`config.mk`:
```
export PLATFORM = sky130hd
export DESIGN_NAME = nibble_serial_comparator
export DESIGN_NICKNAME = d
export VERILOG_FILES = /design/src/rtl/nibble_serial_comparator.sv
export SDC_FILE = /design/constraint.sdc
export NUM_CORES = 1
export LEC_CHECK = 0
export ABC_AREA = 1
export CORE_MARGIN = 2
export CORE_UTILIZATION = 30
export DETAILED_ROUTE_END_ITERATION = 16
export GPL_ROUTABILITY_DRIVEN = 0
export PLACE_DENSITY_LB_ADDON = 0.2
export SYNTH_ARGS = -nofsm -noshare
export SYNTH_HDL_FRONTEND = slang
export SYNTH_SLANG_ARGS = --single-unit
```
`constraint.sdc`:
```
create_clock -name clk -period 2.75 [get_ports clk]
set_clock_uncertainty 0.15 [all_clocks]
set_input_delay 0.275 -clock clk [delete_from_list [all_inputs] [get_ports clk]]
set_output_delay 0.275 -clock clk [all_outputs]
set_load 0.02 [all_outputs]
```
`src/rtl/nibble_serial_comparator.sv`:
```
// nibble_serial_comparator
//
// Compares two WIDTH-bit unsigned operands by stepping one 4-bit magnitude
// comparator slice across the operand nibbles, MSB nibble first. The walk
// stops at the first unequal nibble. Operands are captured when a start is
// accepted. The result is reported as a one-cycle done pulse plus e/g/l
// flags that hold until the next accepted start.
//
// WIDTH must be a multiple of 4 and at least 4.

// ---------------------------------------------------------------------------
// 4-bit magnitude comparator cell (the existing slice this controller reuses)
// ---------------------------------------------------------------------------
module nibble_cmp4 (
    input  logic [3:0] a,
    input  logic [3:0] b,
    output logic       e,
    output logic       g,
    output logic       l
);

    // Pure combinational unsigned compare of one nibble pair.
    always_comb begin
        e = (a == b);
        g = (a > b);
        l = (a < b);
    end

endmodule : nibble_cmp4

// ---------------------------------------------------------------------------
// Serial comparator controller
// ---------------------------------------------------------------------------
module nibble_serial_comparator #(
    parameter int WIDTH = 16
) (
    input  logic             clk,
    input  logic             rst,
    input  logic             start,
    input  logic [WIDTH-1:0] a,
    input  logic [WIDTH-1:0] b,
    output logic             busy,
    output logic             done,
    output logic             e,
    output logic             g,
    output logic             l
);

    localparam int N  = WIDTH / 4;
    localparam int IW = (N > 1) ? $clog2(N) : 1;

    // Index of the most significant nibble; the walk starts here.
    localparam logic [IW-1:0] IDX_TOP = IW'(N - 1);

    typedef enum logic {
        IDLE = 1'b0,
        CMP  = 1'b1
    } state_t;

    // Registered state
    state_t           state;
    logic [WIDTH-1:0] ra;
    logic [WIDTH-1:0] rb;
    logic [IW-1:0]    idx;

    // Next-state values
    state_t           state_nx;
    logic [WIDTH-1:0] ra_nx;
    logic [WIDTH-1:0] rb_nx;
    logic [IW-1:0]    idx_nx;
    logic             done_nx;
    logic             e_nx;
    logic             g_nx;
    logic             l_nx;

    // Nibble currently presented to the slice, and the slice verdict
    logic [3:0]       slice_a;
    logic [3:0]       slice_b;
    logic             slice_e;
    logic             slice_g;
    logic             slice_l;

    // Select nibble idx of the captured operands as a plain mux. This stays
    // clean for any N, including N that is not a power of two.
    // NOTE: every signal written in an always_comb gets a default before any
    // branch; a path that leaves it unassigned would infer a latch.
    always_comb begin
        slice_a = 4'h0;
        slice_b = 4'h0;
        for (int i = 0; i < N; i++) begin
            if (idx == IW'(i)) begin
                slice_a = ra[4*i +: 4];
                slice_b = rb[4*i +: 4];
            end
        end
    end

    // One shared slice; its outputs feed only the next-state logic.
    nibble_cmp4 u_slice (
        .a (slice_a),
        .b (slice_b),
        .e (slice_e),
        .g (slice_g),
        .l (slice_l)
    );

    // Next-state and result logic. Everything holds by default, and done
    // defaults low so that it can only ever be a single-cycle pulse.
    // NOTE: combinational blocks use blocking '=' so later lines see earlier
    // defaults; the clocked block below uses non-blocking '<=' only.
    always_comb begin
        state_nx = state;
        ra_nx    = ra;
        rb_nx    = rb;
        idx_nx   = idx;
        done_nx  = 1'b0;
        e_nx     = e;
        g_nx     = g;
        l_nx     = l;

        unique case (state)
            IDLE: begin
                if (start) begin
                    ra_nx    = a;
                    rb_nx    = b;
                    idx_nx   = IDX_TOP;
                    e_nx     = 1'b0;
                    g_nx     = 1'b0;
                    l_nx     = 1'b0;
                    state_nx = CMP;
                end
            end

            CMP: begin
                if (slice_g) begin
                    g_nx     = 1'b1;
                    done_nx  = 1'b1;
                    state_nx = IDLE;
                end else if (slice_l) begin
                    l_nx     = 1'b1;
                    done_nx  = 1'b1;
                    state_nx = IDLE;
                end else if (idx == '0) begin
                    // Every nibble matched, down to nibble 0.
                    e_nx     = 1'b1;
                    done_nx  = 1'b1;
                    state_nx = IDLE;
                end else begin
                    idx_nx   = idx - IW'(1);
                end
            end

            default: begin
                state_nx = IDLE;
            end
        endcase
    end

    // State, operand and result registers. Reset discards any compare that
    // is in flight.
    // NOTE: the operand copies are reset along with the control state, so
    // ra/rb never hold stale data from before a reset.
    always_ff @(posedge clk or posedge rst) begin
        if (rst) begin
            state <= IDLE;
            ra    <= '0;
            rb    <= '0;
            idx   <= '0;
            done  <= 1'b0;
            e     <= 1'b0;
            g     <= 1'b0;
            l     <= 1'b0;
        end else begin
            state <= state_nx;
            ra    <= ra_nx;
            rb    <= rb_nx;
            idx   <= idx_nx;
            done  <= done_nx;
            e     <= e_nx;
            g     <= g_nx;
            l     <= l_nx;
        end
    end

    // busy is decoded from the state register only, never from inputs.
    always_comb begin
        busy = (state == CMP);
    end

endmodule : nibble_serial_comparator

```
==> impl_summary.md <==
Status
The flow ran to the end, and the final reports show no timing, DRC or antenna violations.

Worst setup path
In this run the worst path has a maximum fanout of 9. For the worst flop-to-flop path, the logic depth is 13. The terminus of the critical flop-to-flop path is idx[1].

The slowest cell on the critical path is sky130_fd_sc_hd__dfrtp_1. In this design, the stage delay of the slowest critical-path cell is around 380 ps. The cell family contributing the most delay on the critical path is simple AND/OR/NAND/NOR gates. For the worst setup path, the data required time is 2780 ps.

The register-to-register setup slack is 270 ps. The setup path with the least slack is of type flop to flop. Following the worst setup path forward leads to its endpoint at idx[1]. The critical path crosses 13 cells after its start point. The nature of the critical path startpoint is a flop.

The launching point of the worst reg2reg path is idx[1]. By instance count, the cell type seen most on the critical path is sky130_fd_sc_hd__nand2_1. The most critical setup path has its startpoint at idx[1]. The critical path goes through buf_4, ha_1, inv_1, nor2_1, a21oi_1, ha_1, nand2_1, nor2_2, nand2_1, nand2_1, nand3_1, nand2_1, nand2_1.

For the worst setup path, the data arrival time is 2510 ps. STA classifies the critical path endpoint as a flop. Counting both buffers and inverters, the worst setup path holds a total of 2.

Timing
The transition at the pin with the smallest max-transition slack is 491 ps. The worst relative slew slack is 67.3%. Based on the critical path, the design can be clocked at up to 404 MHz. Subtracting the final worst setup slack from the clock period gives 2480 ps. The number of pins with negative max-slew slack in the final report is 0.

The number of hold violations in the final report is 0. Setup violations remaining at the end of the flow were counted as 0. The final critical path takes up 90.0% of the cycle. The worst hold-check slack is 268 ps. The final worst setup slack is 274 ps.

Final layout
The layout filler cell count is between 600 and 700. In the final layout, the share of cells above drive strength 1 is 7.09%. The finished cells cover 2490 um^2. The final standard cell count with taps included and fillers excluded is 359. The total number of nets in the final design is 325. The antenna diode count is 0. The synthesis-to-finish area growth is 28.8%.

Logic synthesis
Counting every instance in the synthesized netlist gives about 240. The area of the mapped netlist is 1930 um^2. After synthesis, flip-flops and latches occupy 50.5% of the total area. After synthesis, the netlist uses 22 different library cells. The Yosys warning count is 0. When the netlist entered floorplanning its net count stood at between 200 and 300. The synthesized area per cell is 7.99 um^2.

The flip-flop and latch count after synthesis is 39.

Clock tree
The number of buffers created by CTS is 5. The clock passes through at most 2 buffers. The H-tree was split into 2 levels. The clock reaches the later pin of the worst-skew pair after 290 ps. The CTS tree is built. After clock tree synthesis, the clock-pin slew on the worst setup and hold paths is 70 ps. The quantity of hold-fixing buffers added after cts is 0. The cell at the root of the clock tree is sky130_fd_sc_hd__clkbuf_8. The number of sinks driven by the clock tree is 39.

Global routing
The number of global-route vias before repair was approximately 1600. After global routing, the most crowded layer is met2. Global routing used 19.9% of the available met2 tracks. The number of antenna violations at the first check in global routing was 0.

For met3 alone, demand over resource in global routing was between 3 and 4%. The met1 capacity usage during global routing is ~17%. The first-pass GRT wire length is 7140 um. Entering global routing, the biggest net connects 43 pins.

After global routing the overflow that remains totals 0. The all-layer global routing usage is about an eighth.

Power
In this run the static leakage power is 0.00121 uW. The post-layout total power is 2740 uW. The power density relative to cell area is around 1100 nW/um^2. The peak supply drop is about 0.00037 V.

Route
The first detailed-routing pass ran for 4 iterations. The via count of the routed design is 1568. The post-detailed-route count of antenna-violating nets is 0. In the routed design, unresolved DRC markers number 0.

The post-detailed-routing wire length is 4090 um. The average wire per standard cell is approximately 11 um. The iteration-0 DRC count of the detailed router is 95. Dividing the detail-routed via count by the number of cells gives 4.37.

Placed design
Buffers placed on the I/O ports in this run total 39. After detailed placement, the total cell area comes to 2360 um^2. The setup slack at placement is 154 ps. The number of placed instances with taps included is 351.

The HPWL reported at the end of detailed placement is 2950 um.

Floorplan
The width of the chip is 84.3 um. After floorplanning, the core was divided into 29 placement rows. The vertical extent of the die is 84.3 um.

The die area is 7110 um^2. The area of the core is 6280 um^2. Once the floorplan was initialized, standard cells occupied 30.8% of the core.

40 I/O pins were placed.

Hold path
The path class of the tightest hold or removal check is primary input to async pin.

Run
Across the run, the number of max-cap violations was 0.
-- sequential cells by signal, indices dropped and copies added (netlist names) --
register  cells
ra           16
idx           2
e             1
l             1
busy          1
rb           16
done          1
g             1
-- layer usage --
layer / part of all wire, % / vias up
met5: 0 / -
met4: 1.6 / 0
met3: 4.5 / 6
met2: 45 / 32
met1: 49 / 696
li1: - / 834
-- area by class of cell --
cell class,instances,area (um^2),area share (%)
clock inverter,1,5.00,0.201
clock buffer,6,82.6,3.31
inverter,23,88.8,3.57
multi-input combinational,171,830,33.3
timing repair buffer,42,413,16.6
sequential,39,976,39.2
tap,77,96.3,3.87
-- worst register-to-register path: cells and delay by family (launching register included) --
| kind | cells | cell delay, ps |
|---|---|---|
| buffers and inverters | 2 | 350 |
| DFF | 1 | 380 |
| and+or+nand+nor | 8 | 790 |
| AOI/OAI and AO/OA | 1 | 60 |
| adders and majority gates | 2 | 610 |
-- kinds of logic after synthesis --
| family | share of synthesized area [%] |
|---|---|
| adder cells (fa/ha/maj) | 5.17 |
| flip-flops | 50.5 |
| AO/OA/AOI/OAI | 10.3 |
| buffers and inverters | 8.60 |
| AND/OR/NAND/NOR | 25.4 |
-- cell usage in the layout (no fill, tap or decap) --
master / n
sky130_fd_sc_hd__o21ai_0: 23
sky130_fd_sc_hd__ha_4: 3
sky130_fd_sc_hd__o21ai_1: 2
sky130_fd_sc_hd__nand4_1: 2
sky130_fd_sc_hd__clkinv_2: 1
sky130_fd_sc_hd__inv_1: 20
sky130_fd_sc_hd__nand2_1: 111
sky130_fd_sc_hd__nand3b_1: 1
sky130_fd_sc_hd__nor2_1: 4
sky130_fd_sc_hd__inv_4: 1
sky130_fd_sc_hd__nor2_2: 1
sky130_fd_sc_hd__nand3_1: 2
sky130_fd_sc_hd__a22oi_1: 1
sky130_fd_sc_hd__ha_1: 5
sky130_fd_sc_hd__clkdlybuf4s50_1: 39
sky130_fd_sc_hd__nor2_4: 1
sky130_fd_sc_hd__dfrtp_1: 39
sky130_fd_sc_hd__buf_4: 3
sky130_fd_sc_hd__a21oi_1: 11
sky130_fd_sc_hd__inv_2: 2
sky130_fd_sc_hd__o22ai_1: 2
sky130_fd_sc_hd__nand2_2: 1
sky130_fd_sc_hd__clkbuf_8: 6
sky130_fd_sc_hd__or2_2: 1
-- worst min-delay path by stage --
stage                from      to  cells after the start
finish                rst   ra[1]                      3
global placement    rb[4]   rb[4]                      2
floorplan           a[10]  ra[10]                      2
detailed placement  rb[8]   rb[8]                      2
global route          rst   ra[1]                      3
CTS                   rst   ra[1]                      3
-- synthesized netlist by cell type, drive strengths merged --
library cell  instances  area, um^2
o22ai                 2        12.5
inv                  23        88.8
a21oi                11        55.1
buf                   9        77.6
or2                   1        6.26
nand4                 2        12.5
dfrtp                39         976
o21ai                25         125
a22oi                 1        7.51
nand3b                1        7.51
ha                    8         100
nand3                 2        10.0
nand2               112         423
nor2                  6        32.5
-- power by group --
part | leakage, uW | switching [uW] | total [uW] | internal [uW]
combinational | 0.000686 | 827 | 1370 | 546
clock | 0.0000470 | 187 | 384 | 197
sequential | 0.000479 | 153 | 988 | 835
total | 0.00121 | 1170 | 2740 | 1580
-- per-stage QoR --
step                utilization [%]  setup TNS (ps)
finish                         39.7               0
CTS                            39.0               0
global placement               37.6               0
floorplan                         -               0
global route                   39.7           -7.67
detailed placement             37.6               0
-- repair_timing --
| action | 4_1_cts | 5_1_grt |
|---|---|---|
| endpoints found under the setup margin | 0 | 7 |
| gates resized for setup | 0 | 7 |
| buffers inserted | 0 | 1 |
No activity file was read; power rests on OpenSTA's default activity.
